===== config.mk =====
export PLATFORM = sky130hd
export DESIGN_NAME = gcd_engine_flat
export DESIGN_NICKNAME = d
export VERILOG_FILES = /design/src/rtl/gcd_engine_if.sv /design/src/rtl/gcd_engine.sv /design/src/flat_wrapper.sv
export SDC_FILE = /design/constraint.sdc
export NUM_CORES = 1
export LEC_CHECK = 0
export CAP_MARGIN = 10
export CORE_ASPECT_RATIO = 1.4
export CORE_UTILIZATION = 25
export CTS_BUF_LIST = sky130_fd_sc_hd__clkbuf_8
export DETAILED_ROUTE_END_ITERATION = 10
export HOLD_SLACK_MARGIN = 0.06
export MAX_ROUTING_LAYER = met4
export PLACE_DENSITY = 0.38
export SLEW_MARGIN = 30
export SYNTH_ARGS = -nofsm -noshare
export SYNTH_HDL_FRONTEND = slang
export SYNTH_SLANG_ARGS = --single-unit

===== constraint.sdc =====
create_clock -name clk -period 4.7 [get_ports clk]
set_input_delay 0.47 -clock clk [delete_from_list [all_inputs] [get_ports clk]]
set_output_delay 0.47 -clock clk [all_outputs]
set_load 0.02 [all_outputs]

===== src/rtl/gcd_engine_if.sv =====
// gcd_engine_if -- operand/result handshake bundle for gcd_engine.
//   in_valid/in_ready : operand pair handshake (a, b)
//   out_valid/out_ready: result handshake (gcd_out, lcm_out)
//   lcm_out exists only when GCD_LCM_EN is defined.
// Modports: master = producer/consumer around the engine, slave = engine.
interface gcd_engine_if #(parameter int WIDTH = 8);
  logic               in_valid;
  logic               in_ready;
  logic [WIDTH-1:0]   a;
  logic [WIDTH-1:0]   b;
  logic               out_valid;
  logic               out_ready;
  logic [WIDTH-1:0]   gcd_out;
`ifdef GCD_LCM_EN
  logic [2*WIDTH-1:0] lcm_out;

  modport master (output in_valid, a, b, out_ready,
                  input  in_ready, out_valid, gcd_out, lcm_out);
  modport slave  (input  in_valid, a, b, out_ready,
                  output in_ready, out_valid, gcd_out, lcm_out);
`else
  modport master (output in_valid, a, b, out_ready,
                  input  in_ready, out_valid, gcd_out);
  modport slave  (input  in_valid, a, b, out_ready,
                  output in_ready, out_valid, gcd_out);
`endif
endinterface


===== src/rtl/gcd_engine.sv =====
// gcd_engine -- iterative binary (Stein) GCD with valid/ready on both sides.
//   clk   : clock, rising edge
//   reset : synchronous, active-high; aborts any in-flight operation
//   bus   : gcd_engine_if.slave (in_valid/in_ready/a/b, out_valid/out_ready/
//           gcd_out[/lcm_out])
// Optional: define GCD_LCM_EN to add a restoring divider (a / gcd, WIDTH
// cycles) and a multiply stage producing lcm_out = (a/gcd)*b.
module gcd_engine #(
  parameter  int WIDTH = 8,
  localparam int SHW   = $clog2(WIDTH) + 1
) (
  input  logic         clk,
  input  logic         reset,
  gcd_engine_if.slave  bus
);

`ifdef GCD_LCM_EN
  typedef enum logic [2:0] {S_IDLE, S_ALIGN, S_REDUCE, S_DIV, S_MUL, S_DONE} state_t;
`else
  typedef enum logic [2:0] {S_IDLE, S_ALIGN, S_REDUCE, S_DONE} state_t;
`endif

  state_t           r_state;
  logic [WIDTH-1:0] r_x, r_y;
  logic [SHW-1:0]   r_k;
  logic             r_in_ready, r_out_valid;
  logic [WIDTH-1:0] r_gcd;

  logic [WIDTH-1:0] w_xmy, w_ymx, w_res;
  assign w_xmy = r_x - r_y;
  assign w_ymx = r_y - r_x;
  // common power of two restored; cannot overflow since it divides a and b
  assign w_res = r_x << r_k;

`ifdef GCD_LCM_EN
  logic [WIDTH-1:0]   r_a, r_b, r_g;
  logic [SHW-1:0]     r_cnt;
  logic [2*WIDTH-1:0] r_lcm;

  // Divider reuses x as dividend/quotient shift register and y as remainder.
  // Remainder stays below g, so the shifted remainder needs one extra bit and
  // the subtraction result always fits back into WIDTH bits.
  logic [WIDTH:0]     w_rem_sh;
  logic               w_ge;
  logic [WIDTH-1:0]   w_rem_sub;
  logic [2*WIDTH-1:0] w_prod;
  assign w_rem_sh  = {r_y, r_x[WIDTH-1]};
  assign w_ge      = w_rem_sh >= {1'b0, r_g};
  assign w_rem_sub = w_rem_sh[WIDTH-1:0] - r_g;
  assign w_prod    = {{WIDTH{1'b0}}, r_x} * {{WIDTH{1'b0}}, r_b};
  assign bus.lcm_out = r_lcm;
`endif

  assign bus.in_ready  = r_in_ready;
  assign bus.out_valid = r_out_valid;
  assign bus.gcd_out   = r_gcd;

  always_ff @(posedge clk) begin
    if (reset) begin
      r_state     <= S_IDLE;
      r_x         <= '0;
      r_y         <= '0;
      r_k         <= '0;
      r_in_ready  <= 1'b1;
      r_out_valid <= 1'b0;
      r_gcd       <= '0;
`ifdef GCD_LCM_EN
      r_a   <= '0;
      r_b   <= '0;
      r_g   <= '0;
      r_cnt <= '0;
      r_lcm <= '0;
`endif
    end else begin
      case (r_state)
        S_IDLE: if (bus.in_valid) begin
          r_in_ready <= 1'b0;
          r_x        <= bus.a;
          r_y        <= bus.b;
          r_k        <= '0;
`ifdef GCD_LCM_EN
          r_a <= bus.a;
          r_b <= bus.b;
`endif
          if (bus.a == '0 || bus.b == '0) begin
            // lcm_out is already 0 here, so DIV/MUL are skipped
            r_gcd       <= bus.a | bus.b;
            r_out_valid <= 1'b1;
            r_state     <= S_DONE;
          end else begin
            r_state <= S_ALIGN;
          end
        end
        S_ALIGN: begin
          if (!r_x[0] && !r_y[0]) begin
            r_x <= r_x >> 1;
            r_y <= r_y >> 1;
            r_k <= r_k + SHW'(1);
          end else begin
            r_state <= S_REDUCE;
          end
        end
        S_REDUCE: begin
          if (r_x == r_y) begin
`ifdef GCD_LCM_EN
            r_g     <= w_res;
            r_x     <= r_a;
            r_y     <= '0;
            r_cnt   <= '0;
            r_state <= S_DIV;
`else
            r_gcd       <= w_res;
            r_out_valid <= 1'b1;
            r_state     <= S_DONE;
`endif
          end else if (!r_x[0]) begin
            r_x <= r_x >> 1;
          end else if (!r_y[0]) begin
            r_y <= r_y >> 1;
          end else if (r_x > r_y) begin
            // both odd: difference is even, halve it in the same step
            r_x <= w_xmy >> 1;
          end else begin
            r_y <= w_ymx >> 1;
          end
        end
`ifdef GCD_LCM_EN
        S_DIV: begin
          r_x   <= {r_x[WIDTH-2:0], w_ge};
          r_y   <= w_ge ? w_rem_sub : w_rem_sh[WIDTH-1:0];
          r_cnt <= r_cnt + SHW'(1);
          if (r_cnt == SHW'(WIDTH - 1)) r_state <= S_MUL;
        end
        S_MUL: begin
          r_lcm       <= w_prod;
          r_gcd       <= r_g;
          r_out_valid <= 1'b1;
          r_state     <= S_DONE;
        end
`endif
        S_DONE: if (bus.out_ready) begin
          r_out_valid <= 1'b0;
          r_gcd       <= '0;
          r_in_ready  <= 1'b1;
`ifdef GCD_LCM_EN
          r_lcm <= '0;
`endif
          r_state <= S_IDLE;
        end
        default: r_state <= S_IDLE;
      endcase
    end
  end

endmodule


===== src/flat_wrapper.sv =====
// flat-port wrapper written by rule: the top's interface ports become plain ports
module gcd_engine_flat 
#(
  parameter  int WIDTH = 8,
  localparam int SHW   = $clog2(WIDTH) + 1
)
  (clk, reset, bus_in_valid, bus_a, bus_b, bus_out_ready, bus_in_ready, bus_out_valid, bus_gcd_out);
  gcd_engine_if #(.WIDTH(WIDTH)) bus_i ();
  input  logic clk;
  input  logic reset;
  input wire logic [$bits(bus_i.in_valid)-1:0] bus_in_valid;
  input wire logic [$bits(bus_i.a)-1:0] bus_a;
  input wire logic [$bits(bus_i.b)-1:0] bus_b;
  input wire logic [$bits(bus_i.out_ready)-1:0] bus_out_ready;
  output wire logic [$bits(bus_i.in_ready)-1:0] bus_in_ready;
  output wire logic [$bits(bus_i.out_valid)-1:0] bus_out_valid;
  output wire logic [$bits(bus_i.gcd_out)-1:0] bus_gcd_out;
  assign bus_i.in_valid = bus_in_valid;
  assign bus_i.a = bus_a;
  assign bus_i.b = bus_b;
  assign bus_i.out_ready = bus_out_ready;
  assign bus_in_ready = bus_i.in_ready;
  assign bus_out_valid = bus_i.out_valid;
  assign bus_gcd_out = bus_i.gcd_out;
  gcd_engine #(.WIDTH(WIDTH)) u_core (.clk(clk), .reset(reset), .bus(bus_i));
endmodule

* After elaboration in Yosys (flattened, before gate mapping) *
Index checks and enable logic that the tools add are counted.
W data, S select, Z words.

word-level totals
  latch bits = 0
  bits in read-only memories = 0
  output and inout bits = 10
  word-level logic and storage cells = 85
  memories = 0
  register bits after elaboration = 33
  bits in writable memories = 0
  bits of input ports = 20

operators by class
  shifts and indexed selects = 1
  order comparisons = 1
  bitwise operators = 1
  reductions and logical operators = 19
  div/mod/pow operators = 0
  $add $sub $neg = 3
  multipliers = 0
  equal/unequal tests = 15
  muxes and demuxes = 36

operators by type and width
  operator               number
  $mux W8                16
  $pmux W8 S3            3
  $logic_not A8 Y1       2
  $sub A8 B8 Y8          2
  $mux W3                4
  $pmux W3 S4            1
  $reduce_and A6 Y1      2
  $reduce_and A5 Y1      2
  $ne A3 B3 Y1 const B   3
  $eq A8 B8 Y1           1
  $gt A8 B8 Y1           1
  $mux W4                2
  $ne A2 B1 Y1 const B   4
  $ne A2 B2 Y1 const B   4
  $or A8 B8 Y8           1
  $pmux W4 S2            1
  $reduce_and A4 Y1      2
  $shl A8 B4 Y8          1
  $eq A3 B2 Y1 const B   2
  $mux W1                6
  $reduce_and A3 Y1      2
  $reduce_bool A3 Y1     2
  $add A4 B1 Y4 const B  1
  $reduce_bool A2 Y1     2
  other kinds (8)        9

* Longest topological paths before layout *
Gate-level depths: netlist (run 1).

  depth in word-level cells = 6
  depth in mapped cells = 11
  depth with buffers taken out = 9

* Worst setup path before layout (run 1) *
Ideal clock, no wire load.

  path type = flip-flop to flip-flop
  from = register u_core.r_x[0]
  to = register u_core.r_x[1]
  clock period less this slack = 2.570 ns
  cell stages (with the launch flop) = 11
  setup time = 0.091 ns
  arrival time = 2.479 ns
  path slack = 2.130 ns
  data required time = 4.609 ns
  buffers on the path = 1
  path through = dfxtp_1 buf_2 inv_1 ha_1 fa_1 and2b_1 o2111ai_2 a31o_2 nor3_1 nand3_1 a311oi_1

on the way
  longest elaborated chain between the ends = 6

RTL lines
  item                      line               RTL
  start: declaration        gcd_engine.sv:24   logic [WIDTH-1:0] r_x, r_y;
  start signal: assignment  gcd_engine.sv:78   r_x <= bus.a;
  start signal: assignment  gcd_engine.sv:96   r_x <= r_x >> 1;
  start signal: assignment  gcd_engine.sv:117  r_x <= r_x >> 1;
  $sub A8 B8 Y8             gcd_engine.sv:30   assign w_xmy = r_x - r_y;
  $mux W8                   gcd_engine.sv:120  end else if (r_x > r_y) begin
  $mux W8                   gcd_engine.sv:118  end else if (!r_y[0]) begin
  $mux W8                   gcd_engine.sv:116  end else if (!r_x[0]) begin
  $mux W8                   gcd_engine.sv:104  if (r_x == r_y) begin
  $pmux W8 S3               gcd_engine.sv:75   case (r_state)

Several ways; a longest one is shown, not always the timed one. The select of a mux whose other input is x is not followed.
A chain may end at the register's enable or synchronous reset.

* Final worst setup path (run 1) *
  from = register u_core.r_x[0]
  to = register u_core.r_y[1]

on the way
  longest elaborated chain between the ends = 6

RTL lines
  item                    line               RTL
  $sub A8 B8 Y8           gcd_engine.sv:31   assign w_ymx = r_y - r_x;
  $mux W8                 gcd_engine.sv:120
  $mux W8                 gcd_engine.sv:118
  $mux W8                 gcd_engine.sv:116
  $mux W8                 gcd_engine.sv:104
  $pmux W8 S3             gcd_engine.sv:75
  end signal: assignment  gcd_engine.sv:79   r_y <= bus.b;
  end signal: assignment  gcd_engine.sv:119  r_y <= r_y >> 1;
  end signal: assignment  gcd_engine.sv:124  r_y <= w_ymx >> 1;
  end: declaration        gcd_engine.sv:24

Several ways; a longest one is shown, not always the timed one. The select of a mux whose other input is x is not followed.

==> results of run 1 <==
-- worst reg2reg max path: stages (launching register included) --
cell and delay (ns):
dfxtp_1 0.55, inv_1 0.15, ha_1 0.24, fa_1 0.45, and2b_1 0.24, o2111ai_2 0.16, a31o_2 0.27, o21ai_1 0.68
a211oi_1 0.09, a32o_1 0.24
-- flip-flops by register name, summed over array words and instances, names as in the netlist --
register,cells
u_core.r_x,8
u_core.r_k,4
u_core.r_state,2
u_core.bus.in_ready,1
u_core.bus.gcd_out,8
u_core.bus.out_valid,1
u_core.r_y,8
-- placed cells by master (no fill, tap or decap), types with 3 or more instances in the layout --
cell             count
ha_1                21
o32ai_1              3
nand3b_1             5
xor2_1               4
o21ai_0             36
clkdlybuf4s50_1     29
nor2_1              35
nand2b_1             5
dfxtp_1             32
xnor2_1              4
a211oi_1             6
a21o_1               3
or4_1                4
nand2_1             28
clkbuf_8             7
o221ai_1             5
o21ai_1              5
nand3_1             11
inv_1               25
o211ai_1             7
nor3_1               3
a21oi_1             20
a31oi_1              5
a221oi_1             8
or3_1                4
o41ai_1              3
o21a_1               3
mux2i_1             15
-- per-stage QoR --
stage               hold WS (ns)  power, W
finish                     0.489   0.00253
global route               0.508   0.00273
CTS                        0.498   0.00253
detailed placement         0.483   0.00221
global placement           0.474   0.00223
floorplan                  0.445   0.00172
-- worst min path at each step --
stage / from / end / slack (ns) / cells after the start
after CTS: u_core.r_y[7] / u_core.r_y[7] / 0.50 / 2
final: u_core.r_y[7] / u_core.r_y[7] / 0.49 / 2
after global routing: u_core.r_y[7] / u_core.r_y[7] / 0.51 / 2
after global placement: u_core.bus.gcd_out[1] / u_core.bus.gcd_out[1] / 0.47 / 2
after floorplan: u_core.r_y[7] / u_core.r_y[7] / 0.45 / 2
after detailed placement: u_core.bus.gcd_out[1] / u_core.bus.gcd_out[1] / 0.48 / 2
-- power by group --
part           leakage [nW]  switching (W)  total [W]  internal [W]
clock                0.0645       0.000124   0.000312      0.000187
sequential            0.263       0.000124   0.000493      0.000369
combinational         0.888        0.00106    0.00172      0.000661
total                  1.22        0.00131    0.00253       0.00122
-- final cells by class --
| cell class | instances | area (sq um) | share of cell area |
|---|---|---|---|
| timing repair buffer | 31 | 305 | 0.0946 |
| multi-input combinational | 279 | 1890 | 0.585 |
| tap | 138 | 173 | 0.0535 |
| sequential | 32 | 641 | 0.199 |
| clock inverter | 1 | 30.0 | 0.00931 |
| inverter | 25 | 93.8 | 0.0291 |
| clock buffer | 7 | 96.3 | 0.0299 |
-- per-layer routing --
| layer | global-route usage | up-vias | wire (um) |
|---|---|---|---|
| li1 | - | 1347 | - |
| met1 | 0.201 | 1302 | 4220 |
| met3 | 0.0310 | 22 | 274 |
| met5 | - | - | 0 |
| met4 | 0.0863 | 0 | 327 |
| met2 | 0.323 | 56 | 5120 |
-- cells by family after synthesis --
kind of cell	after synthesis	share of synthesized area
adders and majority gates	23	0.111
xor gates and xnor gates	8	0.0257
DFF	32	0.235
muxes	15	0.0551
AOI/OAI and AO/OA	122	0.302
buffers and inverters	46	0.0717
and+or+nand+nor	111	0.199
==> key figures, run 1 <==
Run status
  • Status: finished, final reports clean

Critical path
  • Crit. Startpoint: u_core.r_x[0]
  • Worst path max stage delay: 0.68 ns
  • Worst r2r dst: u_core.r_y[1]
  • Critical path depth: 9
  • Delay-heaviest family, CP: compound AO/OA/AOI/OAI gates
  • Crit-path cells: inv_1, ha_1, fa_1, and2b_1, o2111ai_2, a31o_2, o21ai_1, a211oi_1, a32o_1
  • R2R cell count: 9
  • CP endpoint: u_core.r_y[1]
  • R2r startpoint: u_core.r_x[0]
  • Worst reg-to-reg setup slack: 1.53 ns
  • Buf/Inv on CP: 1
  • CP Max Fanout: 12
  • Crit path DAT: 3.37 ns
  • CP Capture Type: flip-flop
  • CP required: 4.90 ns
  • Setup CP Type: flip-flop to flip-flop
  • Crit-path slowest cell: o21ai_1
  • Worst Setup Start Kind: flip-flop

Synth
  • Distinct cells, synth: 60
  • Synthesized area: 0.00272 sq mm
  • Top-count cell post-synth: o21ai_0
  • Gate Count Post-Synth: 357
  • Synth area leader: dfxtp_1
  • Seq/Total Area, Yosys: 0.235
  • Synth Register Bits: 32
  • Post-synth EDFFs: 0
  • Synth Net Count: 400
  • Ys async rst share: 0
  • Commonest cells post-synth: o21ai_0, nor2_1, dfxtp_1
  • Share of the synthesized area in the top cell type: 0.235
  • Synth Flop Type: dfxtp_1
  • Synth warnings: 0
  • Avg Synthesized Cell Area: 7.63 sq um
  • Top post-synthesis cells by area: dfxtp_1, ha_1, o21ai_0

Routing
  • WL per Instance: 19.4 um
  • Drt drc: 0
  • TritonRoute pass-1 iters: 4
  • ANT nets after route: 0
  • Detailed Route WL: 9.94 mm
  • DR vias: 2727
  • Initial DRC count: 122
  • Routed vias/inst: 5.32

Layout
  • Layout cells sized above 1: 0.0427
  • Final Non-Filler Cells: 513
  • Nets: 417
  • Ant. Diodes: 0
  • Final instance area: 0.00323 sq mm
  • Fillers: 1164
  • Synthesis-to-layout area growth: 18.5%
  • Util after Layout: 0.308

Power
  • Pwr dens: 783 mW/mm^2
  • Leakage: 1.22 nW
  • Worst-case vdd ir drop: 0.159 mV

Timing
  • Final setup fails: 0
  • Slew headroom: 0.421
  • Unrepaired setup endpoints after global routing: no
  • TNS Setup: 0 ns
  • Crit share post-route: 0.675
  • Final setup margin: 1.53 ns
  • Tmin final: 3.17 ns
  • Slew @ Worst Pin: 0.863 ns
  • F_max: 0.315 GHz
  • Fin. Hold Viols: 0
  • Slew Viols, Final: 0
  • Worst-case clock skew: 0.0109 ns

Clocking
  • Count of hold-fix buffers inserted at cts: 0
  • Reg clk slew, reported paths: 0.08 ns
  • Cts repair resizes: 0
  • H-Tree Level Count: 2
  • Root buffer cell: clkbuf_8
  • CTS tree: yes
  • CTS buffer count: 5
  • Postcts setup bufs: 0
  • Num Clock Sinks: 32
  • Worst-Skew Late Latency: 0.31 ns
  • CTS max path bufs: 2

Worst hold path
  • Worst hold-check path type: flip-flop to flip-flop

GRT
  • Vias in the first global route: 2780
  • Largest net degree at the start of global routing: 28
  • GRT Overall Usage: 0.184
  • First-pass GRT wire length: 15.5 mm
  • Initial antenna violation count: 0
  • Remaining global-route overflow: 0

Place
  • Placement Setup Slack: 1.52 ns
  • Dpl cells: 505
  • Routability congestion estimate: 0.841
  • DP HPWL: 7.73 mm
  • Placed cell area: 0.00310 sq mm
  • I/O Buffers: 29

Floorplanning
  • Area of the core: 0.0105 sq mm
  • Initial Utilization: 0.260
  • Die area: 0.0113 sq mm
  • Chip width: 90.2 um
  • IO Count: 30
  • Die Y: 126 um
  • Row count: 44

Job
  • Max-Cap Viols: 0
(Power assumes the default switching activity.)
==> run 2, diff against run 1 <==
==> constraint.sdc (replaced) <==
create_clock -name clk -period 3.1 [get_ports clk]
set_input_delay 0.31 -clock clk [delete_from_list [all_inputs] [get_ports clk]]
set_output_delay 0.31 -clock clk [all_outputs]
set_load 0.02 [all_outputs]
==> run 2 against run 1 <==
Critical path depth shrank 1. Clock skew decreased by 0.0043 ns. Count of clock-buffer cells in the layout unchanged. Cell count grew 2.5%. First-iteration DRC count rose by 18%. Critical path type unchanged. Sequential share of layout area down 0.58 points.
==> key figures, run 2 (synthesized netlist as in run 1, its figures left out) <==
GRT
  • First-pass GRT wire length: 16.0 mm
  • Initial antenna violation count: 0
  • Remaining global-route overflow: 0
  • Largest net degree at the start of global routing: 27
  • Vias in the first global route: 2855
  • GRT Overall Usage: 0.190

Place
  • I/O Buffers: 29
  • DP HPWL: 8.07 mm
  • Placement Setup Slack: 0.400 ns
  • Placed cell area: 0.00320 sq mm
  • Routability congestion estimate: 0.830

Routing
  • TritonRoute pass-1 iters: 4
  • WL per Instance: 19.4 um
  • Routed vias/inst: 5.29
  • ANT nets after route: 0
  • Detailed Route WL: 10.2 mm
  • Drt drc: 0
  • DR vias: 2781
  • Initial DRC count: 144

Timing
  • Final Hold Slack: 0.492 ns
  • F_max: 0.364 GHz
  • Slew headroom: 0.553
  • Tmin final: 2.74 ns
  • Final setup margin: 0.355 ns
  • Slew @ Worst Pin: 0.670 ns
  • Fin. Hold Viols: 0
  • Crit share post-route: 0.885
  • Final setup fails: 0
  • Slew Viols, Final: 0
  • Worst-case clock skew: 0.00668 ns
  • Unrepaired setup endpoints after global routing: no
  • TNS Setup: 0 ns

Critical path
  • CP Capture Type: flip-flop
  • Crit path DAT: 2.98 ns
  • Crit-path slowest cell: or4_1
  • Worst path max stage delay: 0.50 ns
  • CP Max Fanout: 8
  • Worst Setup Start Kind: flip-flop
  • CP required: 3.33 ns
  • Setup CP Type: flip-flop to flip-flop
  • Delay-heaviest family, CP: compound AO/OA/AOI/OAI gates
  • Buf/Inv on CP: 0
  • Crit-path cells: ha_1, fa_1, and2b_1, o2111ai_2, a31oi_2, a21oi_1, or4_1, o21ai_1

Floorplanning
  • Die area: 0.0113 sq mm
  • Die Y: 126 um
  • Initial Utilization: 0.260
  • Area of the core: 0.0105 sq mm
  • Chip width: 90.2 um
  • IO Count: 30
  • Row count: 44

Clocking
  • Postcts setup bufs: 0
  • Count of hold-fix buffers inserted at cts: 0
  • Root buffer cell: clkbuf_8
  • H-Tree Level Count: 2
  • Num Clock Sinks: 32
  • Cts repair resizes: 0
  • CTS tree: yes
  • CTS buffer count: 5
  • CTS max path bufs: 2
  • Reg clk slew, reported paths: 0.08 ns
  • Worst-Skew Late Latency: 0.30 ns

Worst hold path
  • Worst hold-check path type: flip-flop to flip-flop

Power
  • Pwr dens: 1180 mW/mm^2
  • Worst-case vdd ir drop: 0.272 mV
  • Leakage: 1.28 nW

Layout
  • Ant. Diodes: 0
  • Commonest non-fill, non-tap cell in the layout: o21ai_0
  • Commonest cells after routing, fill and taps aside: o21ai_0, nor2_1, dfxtp_1
  • Nets: 430
  • Fillers: 1166
  • Synthesis-to-layout area growth: 22.0%
  • Final instance area: 0.00332 sq mm
  • Layout cells sized above 1: 0.0747

Run status
  • Status: finished, final reports clean

Job
  • Max-Cap Viols: 0
-- run 2: final timing paths --
path	start	end	slack (ns)	cells after the start
setup reg to reg	u_core.r_y[0]	u_core.r_x[5]	0.36	8
setup / recovery	u_core.r_y[0]	u_core.r_x[5]	0.36	8
hold / removal	u_core.r_y[7]	u_core.r_y[7]	0.49	2
hold reg to reg	u_core.r_y[7]	u_core.r_y[7]	0.49	2
-- run 2: stage by stage --
step	power (W)	std cells	utilization
floorplan	0.00261	357	-
global placement	0.00350	518	0.306
detailed placement	0.00346	518	0.306
CTS	0.00395	526	0.318
global route	0.00427	526	0.318
finish	0.00393	526	0.318
-- run 2: worst min-delay path: stages, from the launching register on --
cell and delay, ns:
dfxtp_1 0.34, nand2_1 0.06, a21oi_1 0.05
-- run 2: layout make-up --
class / count / area (sq um) / area share
clock buffer: 7 / 96.3 / 0.0290
clock inverter: 1 / 30.0 / 0.00903
inverter: 25 / 93.8 / 0.0282
tap: 138 / 173 / 0.0519
timing repair buffer: 44 / 403 / 0.121
sequential: 32 / 641 / 0.193
multi-input combinational: 279 / 1890 / 0.568
-- run 2: per-layer routing --
layer  vias to the layer above  wire, um  global-route usage
li1                       1382         -                   -
met1                      1324      4260               0.208
met2                        53      5380               0.345
met3                        22       220              0.0237
met4                         0       350              0.0797
met5                         -         0                   -
-- run 2: where the power goes --
group / switching [W] / total, W / internal, W
Clock: 0.000191 / 0.000475 / 0.000284
Sequential: 0.000141 / 0.000700 / 0.000560
Combinational: 0.00166 / 0.00275 / 0.00110
==> run 3, diff against run 2 <==
--- a/config.mk
+++ b/config.mk
@@ -9,6 +9,7 @@
 export CORE_ASPECT_RATIO = 1.4
 export CORE_UTILIZATION = 25
 export CTS_BUF_LIST = sky130_fd_sc_hd__clkbuf_8
+export CTS_CLUSTER_SIZE = 24
 export DETAILED_ROUTE_END_ITERATION = 10
 export HOLD_SLACK_MARGIN = 0.06
 export MAX_ROUTING_LAYER = met4
==> results of run 3 <==
Same layout as run 2: the final DEF is identical, and so are final timing and power.
